`src/rtl/calc_pkg.sv`:
```
// ------------------------------------------------------------------------------
// calc_pkg: shared types, constants and helpers for calc_sequencer  (rev 1.0)
// ------------------------------------------------------------------------------
`default_nettype none

package calc_pkg;

  localparam int OPW       = 7;
  localparam int RESW      = 2 * OPW;
  localparam int BCDW      = 16;
  localparam int EXEC_ITER = 7;
  localparam int CONV_ITER = 14;

  typedef enum logic [1:0] {
    OP_ADD = 2'd0,
    OP_SUB = 2'd1,
    OP_MUL = 2'd2,
    OP_DIV = 2'd3
  } op_t;

  typedef enum logic [1:0] {
    ST_IDLE = 2'd0,
    ST_EXEC = 2'd1,
    ST_CONV = 2'd2,
    ST_DONE = 2'd3
  } state_t;

  // Out-of-range digits clamp to 9 before the two-digit operand is formed.
  function automatic logic [OPW-1:0] bcd_pair(input logic [3:0] hi, input logic [3:0] lo);
    logic [OPW-1:0] h;
    logic [OPW-1:0] l;
    h = (hi > 4'd9) ? OPW'(9) : OPW'(hi);
    l = (lo > 4'd9) ? OPW'(9) : OPW'(lo);
    return OPW'(h * OPW'(10) + l);
  endfunction

  // Lowest set select bit wins.
  function automatic op_t op_decode(input logic [3:0] sel);
    if (sel[0])      return OP_ADD;
    else if (sel[1]) return OP_SUB;
    else if (sel[2]) return OP_MUL;
    else             return OP_DIV;
  endfunction

endpackage

`default_nettype wire

```
`src/rtl/calc_sequencer_bin2bcd.sv`:
```
// ------------------------------------------------------------------------------
// bin2bcd_seq: 14-cycle shift-and-add-3 binary to 4-digit BCD converter (rev 1.0)
// ------------------------------------------------------------------------------
`default_nettype none

module bin2bcd_seq #(
  parameter int BINW = 14,
  parameter int BCDW = 16
) (
  input  logic            clk,
  input  logic            rst,
  input  logic            go,
  input  logic [BINW-1:0] bin,
  output logic            done,
  output logic [BCDW-1:0] bcd
);
  import calc_pkg::*;

  localparam int SRW = BCDW + BINW;

  logic [SRW-1:0] r_sr;
  logic [3:0]     r_cnt;
  logic           r_active;
  logic [SRW-1:0] w_next;

  function automatic logic [SRW-1:0] dd_step(input logic [SRW-1:0] x);
    logic [SRW-1:0] y;
    y = x;
    for (int k = 0; k < BCDW / 4; k++) begin
      if (y[BINW + 4*k +: 4] >= 4'd5)
        y[BINW + 4*k +: 4] = y[BINW + 4*k +: 4] + 4'd3;
    end
    return {y[SRW-2:0], 1'b0};
  endfunction

  // The go edge already performs the first shift, so the whole run is CONV_ITER edges.
  assign w_next = dd_step(go ? {{BCDW{1'b0}}, bin} : r_sr);
  assign done   = r_active && (r_cnt == 4'(CONV_ITER - 1));
  assign bcd    = w_next[SRW-1:BINW];

  always_ff @(posedge clk) begin
    if (rst) begin
      r_sr     <= '0;
      r_cnt    <= '0;
      r_active <= 1'b0;
    end else if (go) begin
      r_sr     <= w_next;
      r_cnt    <= 4'd1;
      r_active <= 1'b1;
    end else if (r_active) begin
      r_sr  <= w_next;
      r_cnt <= r_cnt + 4'd1;
      if (done) r_active <= 1'b0;
    end
  end

endmodule

`default_nettype wire

```
`src/rtl/calc_sequencer.sv`:
```
// ------------------------------------------------------------------------------
// calc_sequencer: iterative add/sub/mul/div sequencer with registered BCD result (rev 1.0)
// ------------------------------------------------------------------------------
`default_nettype none

module calc_sequencer #(
  parameter int OPW  = 7,
  parameter int RESW = 2 * OPW
) (
  input  logic        clk,
  input  logic        rst,
  input  logic        start,
  input  logic [3:0]  dig0,
  input  logic [3:0]  dig1,
  input  logic [3:0]  dig2,
  input  logic [3:0]  dig3,
  input  logic [3:0]  sw,
  output logic        busy,
  output logic        valid,
  output logic [15:0] res_bcd,
  output logic        neg,
  output logic        err
);
  import calc_pkg::*;

  state_t          r_state;
  op_t             r_op;
  logic [OPW-1:0]  r_a;
  logic [OPW-1:0]  r_b;
  logic [RESW-1:0] r_mcand;
  logic [RESW-1:0] r_acc;
  logic [2:0]      r_iter;
  logic            r_go;

  logic [OPW-1:0]  w_a_in;
  logic [OPW-1:0]  w_b_in;
  logic [RESW-1:0] w_mul_acc;
  logic [OPW+1:0]  w_trial;
  logic [OPW:0]    w_rem_shift;
  logic            w_last_iter;
  logic            w_conv_done;
  logic [15:0]     w_conv_bcd;

  assign w_a_in = bcd_pair(dig3, dig2);
  assign w_b_in = bcd_pair(dig1, dig0);

  // Multiply: r_mcand is the shifting multiplicand, r_b shifts right as the multiplier.
  assign w_mul_acc = r_acc + (r_b[0] ? r_mcand : '0);

  // Divide: partial remainder lives in r_acc, dividend/quotient bits shift through r_mcand.
  assign w_rem_shift = {r_acc[OPW-1:0], r_mcand[OPW-1]};
  assign w_trial     = {1'b0, w_rem_shift} - {2'b00, r_b};
  assign w_last_iter = (r_iter == 3'(EXEC_ITER - 1));

  bin2bcd_seq #(
    .BINW (RESW),
    .BCDW (16)
  ) u_bin2bcd (
    .clk  (clk),
    .rst  (rst),
    .go   (r_go),
    .bin  (r_acc),
    .done (w_conv_done),
    .bcd  (w_conv_bcd)
  );

  always_ff @(posedge clk) begin
    if (rst) begin
      r_state <= ST_IDLE;
      r_op    <= OP_ADD;
      r_a     <= '0;
      r_b     <= '0;
      r_mcand <= '0;
      r_acc   <= '0;
      r_iter  <= '0;
      r_go    <= 1'b0;
      busy    <= 1'b0;
      valid   <= 1'b0;
      res_bcd <= '0;
      neg     <= 1'b0;
      err     <= 1'b0;
    end else begin
      case (r_state)
        ST_IDLE, ST_DONE: begin
          if (start && (sw != 4'd0)) begin
            r_state <= ST_EXEC;
            r_op    <= op_decode(sw);
            r_a     <= w_a_in;
            r_b     <= w_b_in;
            r_mcand <= RESW'(w_a_in);
            r_acc   <= '0;
            r_iter  <= '0;
            busy    <= 1'b1;
            valid   <= 1'b0;
            neg     <= 1'b0;
            err     <= 1'b0;
          end
        end

        ST_EXEC: begin
          r_iter <= r_iter + 3'd1;
          case (r_op)
            OP_ADD: begin
              r_acc   <= RESW'(r_a) + RESW'(r_b);
              r_go    <= 1'b1;
              r_state <= ST_CONV;
            end
            OP_SUB: begin
              r_acc   <= (r_a >= r_b) ? RESW'(r_a - r_b) : RESW'(r_b - r_a);
              neg     <= (r_a < r_b);
              r_go    <= 1'b1;
              r_state <= ST_CONV;
            end
            OP_MUL: begin
              r_acc   <= w_mul_acc;
              r_mcand <= {r_mcand[RESW-2:0], 1'b0};
              r_b     <= {1'b0, r_b[OPW-1:1]};
              if (w_last_iter) begin
                r_go    <= 1'b1;
                r_state <= ST_CONV;
              end
            end
            default: begin
              r_acc   <= w_trial[OPW+1] ? RESW'(w_rem_shift) : RESW'(w_trial[OPW:0]);
              r_mcand <= {r_mcand[RESW-2:0], ~w_trial[OPW+1]};
              if (w_last_iter) begin
                // A zero divisor still runs all iterations so timing stays uniform.
                r_acc   <= (r_b == '0) ? '0
                           : RESW'({r_mcand[OPW-2:0], ~w_trial[OPW+1]});
                err     <= (r_b == '0);
                r_go    <= 1'b1;
                r_state <= ST_CONV;
              end
            end
          endcase
        end

        ST_CONV: begin
          r_go <= 1'b0;
          if (w_conv_done) begin
            res_bcd <= w_conv_bcd;
            busy    <= 1'b0;
            valid   <= 1'b1;
            r_state <= ST_DONE;
          end
        end

        default: r_state <= ST_IDLE;
      endcase
    end
  end

endmodule

`default_nettype wire
```
`config.mk`:
```
export PLATFORM = sky130hd
export DESIGN_NAME = calc_sequencer
export DESIGN_NICKNAME = d
export VERILOG_FILES = /design/src/rtl/calc_pkg.sv /design/src/rtl/calc_sequencer_bin2bcd.sv /design/src/rtl/calc_sequencer.sv
export SDC_FILE = /design/constraint.sdc
export NUM_CORES = 1
export LEC_CHECK = 0
export BUFFER_PORTS_ARGS = -buffer_cell sky130_fd_sc_hd__buf_2
export CAP_MARGIN = 20
export CORE_MARGIN = 2
export CORE_UTILIZATION = 43
export CTS_CLUSTER_SIZE = 40
export DETAILED_ROUTE_END_ITERATION = 10
export GPL_TIMING_DRIVEN = 0
export PLACE_DENSITY = 0.68
export SETUP_SLACK_MARGIN = 0.5
export SLEW_MARGIN = 10
export SYNTH_ARGS = -nofsm -noshare
export SYNTH_HDL_FRONTEND = slang
export SYNTH_SLANG_ARGS = --single-unit
```
`constraint.sdc`:
```
create_clock -name clk -period 4.02 [get_ports clk]
set_input_delay 0.201 -clock clk [delete_from_list [all_inputs] [get_ports clk]]
set_output_delay 0.201 -clock clk [all_outputs]
set_load 0.01 [all_outputs]
```
==> flow_metrics.env, run 1 <==
export IMPL_slew_headroom=0.3864
export IMPL_cp_required_ps=4250
export IMPL_synth_avg_cell_area_um2=7.658
export IMPL_cts_root_buf="clkbuf_16"
export IMPL_period_minus_slack_ps=3228
export IMPL_cts_htree_levels=3
export IMPL_synth_fp_nets=1039
export IMPL_grt_pass1_vias=6176
export IMPL_area_delta_synth_final_pct=11.48
export IMPL_fmax_mhz=309.8
export IMPL_synth_top_family_by_area="simple AND/OR/NAND/NOR gates"
export IMPL_grt_max_degree=19
export IMPL_ir_drop_uv=371.0
export IMPL_drt_pass1_iter_count=5
export IMPL_cp_slowest_cell="dfxtp_1"
export IMPL_io_pins=43
export IMPL_p_per_area_nw_per_um2=675.4
export IMPL_p_total_mw=5.414
export IMPL_avgRoutedWirePerCell_um=15.86
export IMPL_drcViolationCount=0
export IMPL_n_antenna_cell=0
export IMPL_finalMaxSlewViolations=0
export IMPL_drt_iter0_drc=471
export IMPL_synthArstFlopShare=0
export IMPL_via_per_inst=5.536
export IMPL_clk_path_buf_depth=2
export IMPL_path_clk_slew_ps=80
export IMPL_layout_commonest_cell="nor2_1"
export IMPL_cpPeakStageDelay_ps=510
export IMPL_max_cap_violations=0
export IMPL_critical_path_peak_fanout=9
export IMPL_vias=6737
export IMPL_overflow=0
export IMPL_skew_ps=12.00
export IMPL_synthXorXnorAreaFrac=0.04507
export IMPL_cts_tree="done"
export IMPL_muxShareOfSynthArea=0.04089
export IMPL_crit_chain="inv_1 -> ha_1 -> nor2b_1 -> o31a_1 -> o31a_1 -> nor3_4 -> mux2_2 -> a221oi_1 -> o41ai_2"
export IMPL_yosys_top_cells_area="dfxtp_1, ha_1, a21oi_1"
export IMPL_synth_ff_latch_count=104
export IMPL_antenna_found_initial=0
export IMPL_initial_core_util=0.4367
export IMPL_drive_gt1_frac=0.06921
export IMPL_postRouteWirelength_um=19300
export IMPL_grt_setup_unrepaired="false"
export IMPL_hold_viol=0
export IMPL_syn_inst=939
export IMPL_ys_seq_area_frac=0.2895
export IMPL_cts_hold_buf=0
export IMPL_die_x_um=133.3
export IMPL_synth_flop_cell="dfxtp_1"
export IMPL_synthAdderAreaFrac=0.1423
export IMPL_worst_setup_path_type="flop to flop"
export IMPL_yosysWarnings=0
export IMPL_synth_compound_area_frac=0.2145
export IMPL_p_leak_nw=3.328
export IMPL_post_synth_top_area_fraction=0.2895
export IMPL_fillCellCount=1649
export IMPL_fin_crit_sh=0.8030
export IMPL_rows=47
export IMPL_start_kind="flop"
export IMPL_gp_congestion=0.9381
export IMPL_clk_latency_ps=360
export IMPL_dieArea_um2=17770
export IMPL_hp_class="input pin to flop"
export IMPL_grt_pass1_wl_um=31590
export IMPL_synth_edff_count=0
export IMPL_cpMostUsedCell="o31a_1"
export IMPL_postRouteAntennaNets=0
export IMPL_dp_hpwl_um=14770
export IMPL_setup_viol=0
export IMPL_finalSetupTns_ps=0
export IMPL_mostFrequentLayoutCells="nor2_1, nand2_1, dfxtp_1"
export IMPL_numCtsBuffers=9
export IMPL_grt_use_total=0.2223
export IMPL_synth_cell_types=59
export IMPL_yosys_area_share_simple=0.2149
export IMPL_yosysTopAreaCell="dfxtp_1"
export IMPL_core_area_um2=16470
export IMPL_reg2regPathDepth=9
export IMPL_hold_depth=4
export IMPL_fp_dieH_um=133.3
export IMPL_synth_area_um2=7191
export IMPL_io_buffer_count=42
export IMPL_crit_arrival_ps=3460
export IMPL_finalNetCount=1092
export IMPL_worst_pin_slew_ps=914.3
export IMPL_end_kind="flop"
export IMPL_cts_sinks=104
export IMPL_status="finished, final reports clean"
## metal layers
layer	track usage	vias to the layer above	wire length, um
met5	0	-	0
met2	0.3459	182	8445
met1	0.3142	3173	9447
met3	0.03881	34	948
li1	-	3348	-
met4	0.06915	0	461
## layout make-up
class	instances	area [um^2]	area share
buffer	47	177.7	0.02216
clock buffer	10	239.0	0.02981
clock inverter	6	100.1	0.01249
inverter	53	198.9	0.02482
multi-input combinational	735	4733	0.5904
sequential	104	2082	0.2597
tap	220	275.3	0.03434
timing repair buffer	42	210.2	0.02622
## flip-flops by register name, summed over array words and instances (netlist names)
signal              cells
u_bin2bcd.r_cnt         4
r_mcand                14
err                     1
r_state                 2
u_bin2bcd.r_sr         29
r_b                     7
r_go                    1
r_op                    2
neg                     1
busy                    1
u_bin2bcd.r_active      1
r_a                     7
r_iter                  3
r_acc                  14
valid                   1
res_bcd                16
## kinds of logic after synthesis
logic type               count (synthesis)
other                                    1
AO/OA/AOI/OAI                          246
buffers and inverters                  100
flip-flops                             104
adder cells (fa/ha/maj)                 77
AND/OR/NAND/NOR                        345
XOR/XNOR                                37
multiplexers                            29
## cell usage after synthesis (7+ instances only)
library cell	n
o21ai_0	37
clkbuf_1	42
dfxtp_1	104
o21a_1	13
nor3_1	21
nand2b_1	20
ha_1	69
mux2i_1	26
nand3_1	11
a21oi_1	100
and2_1	12
xor2_1	23
xnor2_1	14
fa_1	8
inv_1	51
a21o_1	10
a211oi_1	27
a22oi_1	8
a221oi_1	7
nor2_1	129
nor2b_1	16
nand2_1	110
## per-stage QoR
stage,util,std cells,instance area [um^2],hold slack (ps),setup WS [ps]
2_1_floorplan,-,939,7191,418.6,1374
3_3_place_gp,0.4662,1201,7676,442.6,867.6
3_5_place_dp,0.4662,1201,7676,443.9,862.3
4_1_cts,0.4868,1217,8015,189.4,821.3
5_1_grt,0.4869,1217,8016,219.7,560.7
6_report,0.4869,1217,8016,209.9,791.9
## critical path, delay by kind of cell, from the launching register on
| kind | cells | cell delay (ps) |
|---|---|---|
| DFF | 1 | 510 |
| buffers and inverters | 1 | 160 |
| muxes | 1 | 390 |
| adders and majority gates | 1 | 370 |
| and+or+nand+nor | 2 | 590 |
| AOI/OAI and AO/OA | 4 | 1080 |
## path summary, 6_finish.rpt
check	from	to	slack, ps
worst max-delay path	r_b[2]$_SDFFE_PP0P_	r_acc[5]$_SDFFE_PP0P_	790
worst max register to register	r_b[2]$_SDFFE_PP0P_	r_acc[5]$_SDFFE_PP0P_	790
worst min-delay path	sw[0]	r_op[1]$_SDFFE_PP0P_	210
worst min register to register	res_bcd[8]$_SDFFE_PP0P_	res_bcd[8]$_SDFFE_PP0P_	450
## power breakdown
part / total [mW] / internal (mW) / switching, mW
Combinational: 2.95 / 1.16 / 1.79
Sequential: 1.46 / 1.21 / 0.254
Clock: 1.00 / 0.574 / 0.427
## timing repair
action / in CTS / in global routing
gates resized for setup: 0 / 2
buffers inserted: 0 / 0
setup endpoints to repair: 0 / 1
Note: power is estimated with default switching activity, not from simulation.
==> inputs of run 2 (changes only) <==
Settings changed: ABC_AREA from default to 1.
Clock period 4.02 ns to 3.05 ns, I/O delays scaled along.
==> flow_metrics.env, run 2 <==
export IMPL_drcViolationCount=0
export IMPL_synth_top_cells_by_count="nand2_1, inv_1, a21oi_1, nor2_1, dfxtp_1"
export IMPL_ir_drop_uv=406.5
export IMPL_finalNetCount=1358
export IMPL_yosysWarnings=0
export IMPL_synthMostInstantiatedCell="nand2_1"
export IMPL_grt_setup_unrepaired="true"
export IMPL_status="finished, final reports clean"
export IMPL_overflow=0
export IMPL_avgRoutedWirePerCell_um=14.48
export IMPL_fp_dieH_um=139.7
export IMPL_yosys_top_cells_area="dfxtp_1, nand2_1, ha_1"
export IMPL_synthArstFlopShare=0
export IMPL_io_pins=43
export IMPL_largest_register="u_bin2bcd.r_sr"
export IMPL_critical_path_peak_fanout=9
export IMPL_setup_viol=0
export IMPL_dieArea_um2=19510
export IMPL_area_delta_synth_final_pct=10.31
export IMPL_slew_headroom=0.4055
export IMPL_synth_flop_cell="dfxtp_1"
export IMPL_largest_registers="u_bin2bcd.r_sr x29, res_bcd x16"
export IMPL_synth_edff_count=0
export IMPL_core_area_um2=18020
export IMPL_ys_seq_area_frac=0.2630
export IMPL_postRouteAntennaNets=0
export IMPL_met3_length_um=1411
export IMPL_initial_core_util=0.4391
export IMPL_finalInstanceArea_um2=8731
export IMPL_drive_gt1_frac=0.1022
export IMPL_p_leak_nw=4.421
export IMPL_route_met2_wl_um=9566
export IMPL_cts_root_buf="clkbuf_16"
export IMPL_drt_pass1_iter_count=5
export IMPL_synth_fp_nets=1305
export IMPL_p_per_area_nw_per_um2=1032
export IMPL_cts_tree="done"
export IMPL_start_kind="flop"
export IMPL_n_antenna_cell=0
export IMPL_drt_iter0_drc=496
export IMPL_cts_setup_buffers=0
export IMPL_max_cap_violations=0
export IMPL_fin_crit_sh=0.7790
export IMPL_finalSetupTns_ps=0
export IMPL_layout_commonest_cell="nand2_1"
export IMPL_place_area_um2=8412
export IMPL_grt_max_degree=19
export IMPL_cts_htree_levels=3
export IMPL_syn_inst=1205
export IMPL_hp_class="input pin to flop"
export IMPL_numCtsBuffers=9
export IMPL_worst_setup_path_type="flop to flop"
export IMPL_grt_use_total=0.2230
export IMPL_end_kind="flop"
export IMPL_post_synth_top_area_fraction=0.2630
export IMPL_largest_reg_flops=29
export IMPL_skew_ps=7.567
export IMPL_drt_met1_wl_um=10180
export IMPL_fillCellCount=1853
export IMPL_finalMaxSlewViolations=0
export IMPL_yosysTopAreaCell="dfxtp_1"
export IMPL_antenna_found_initial=0
export IMPL_synth_area_um2=7915
export IMPL_clk_latency_ps=350
export IMPL_die_x_um=139.7
export IMPL_hold_viol=0
export IMPL_grt_pass1_wl_um=35840
export IMPL_rows=49
export IMPL_postRouteWirelength_um=21580
export IMPL_crit_arrival_ps=2580
export IMPL_cts_hold_buf=0
export IMPL_period_minus_slack_ps=2376
export IMPL_synth_avg_cell_area_um2=6.569
export IMPL_highest_layer="met4"
export IMPL_clk_path_buf_depth=2
export IMPL_cp_required_ps=3250
export IMPL_gp_congestion=0.9518
export IMPL_grt_pass1_vias=7200
export IMPL_fmax_mhz=420.9
export IMPL_worst_pin_slew_ps=891.8
export IMPL_vias=7836
export IMPL_path_clk_slew_ps=70
export IMPL_synth_ff_latch_count=104
export IMPL_io_buffer_count=42
export IMPL_mostFrequentLayoutCells="nand2_1, inv_1, a21oi_1"
export IMPL_dp_hpwl_um=17020
export IMPL_cts_sinks=104
export IMPL_via_per_inst=5.256
export IMPL_p_total_mw=9.011
export IMPL_synth_cell_types=52
[run 2: cell types whose count changed after synthesis, moves of 12 or more]
| cell | change |
|---|---|
| a211oi_1 | -20 |
| a21oi_1 | +17 |
| clkbuf_1 | -21 |
| inv_1 | +122 |
| mux2i_1 | -26 |
| nand2_1 | +162 |
| nand2b_1 | -20 |
| nand3_1 | +68 |
| nand4_1 | +12 |
| nor2_1 | -20 |
| nor2b_1 | -16 |
| nor3_1 | -18 |
| o21ai_0 | +49 |
[run 2: kinds of logic after synthesis]
kind of cell / share of synthesized area
and+or+nand+nor: 0.2883
AOI/OAI and AO/OA: 0.1786
buffers and inverters: 0.1159
DFF: 0.2630
adders and majority gates: 0.1293
xor gates and xnor gates: 0.02434
other: 0.0004738
[run 2: final cells by class]
cell class                      instances  area (um^2)  share of cell area
Clock buffer                            9        225.2             0.02580
Multi-Input combinational cell        873         4920              0.5635
Tap cell                              229        286.5             0.03282
Inverter                              184        693.2             0.07939
Sequential cell                       104         2086              0.2389
Timing Repair Buffer                   42        210.2             0.02408
Clock inverter                          6        76.32            0.008742
Buffer                                 44        234.0             0.02680
[run 2: stage by stage]
| step | worst slack (ps) | std cells | hold WS (ps) | util |
|---|---|---|---|---|
| after floorplan | 824.0 | 1205 | 398.3 | - |
| after global placement | 352.2 | 1476 | 446.6 | 0.4667 |
| after detailed placement | 329.8 | 1476 | 449.7 | 0.4667 |
| after CTS | 494.1 | 1491 | 240.3 | 0.4835 |
| after global routing | 479.7 | 1491 | 271.9 | 0.4844 |
| final | 674.0 | 1491 | 242.2 | 0.4844 |
[run 2: timing repair]
item | CTS | global route
pin swaps | 0 | 0
endpoints found under the setup margin | 7 | 23
gates resized for setup | 2 | 9
endpoints found under the hold margin | 0 | 0
[run 2: power by group]
group	total, mW	switching [mW]	leakage (nW)	internal [mW]
Sequential	2.13	0.400	0.849	1.73
Clock	1.19	0.545	0.148	0.645
Combinational	5.69	3.79	3.42	1.90
Total	9.01	4.73	4.42	4.28
[run 2: layer usage]
metal,global-route usage,up-vias
met4,0.06579,0
li1,-,3998
met5,0,-
met2,0.3581,261
met3,0.03097,34
met1,0.3127,3543
[run 2: worst max-delay path, stage by stage (launching register included)]
cell,delay [ps]
dfxtp_2,450
ha_1,180
inv_1,90
fa_1,480
nand3_2,100
nand3_2,90
nand2_1,140
nand3_4,140
inv_4,130
nand2_4,60
nand3_4,130
nand3_2,80
nand2_1,90
a21oi_2,50
[run 2: worst paths after layout]
check | slack (ps) | startpoint | cells past startpoint | endpoint
worst max-delay path | 670 | r_b[0]$_SDFFE_PP0P_ | 13 | r_acc[7]$_SDFFE_PP0P_
worst min-delay path | 240 | dig2[0] | 4 | r_a[0]$_SDFFE_PP0P_
worst max register to register | 670 | r_b[0]$_SDFFE_PP0P_ | 13 | r_acc[7]$_SDFFE_PP0P_
worst min register to register | 460 | u_bin2bcd.r_sr[8]$_SDFFE_PP0P_ | 2 | u_bin2bcd.r_sr[9]$_SDFFE_PP0P_
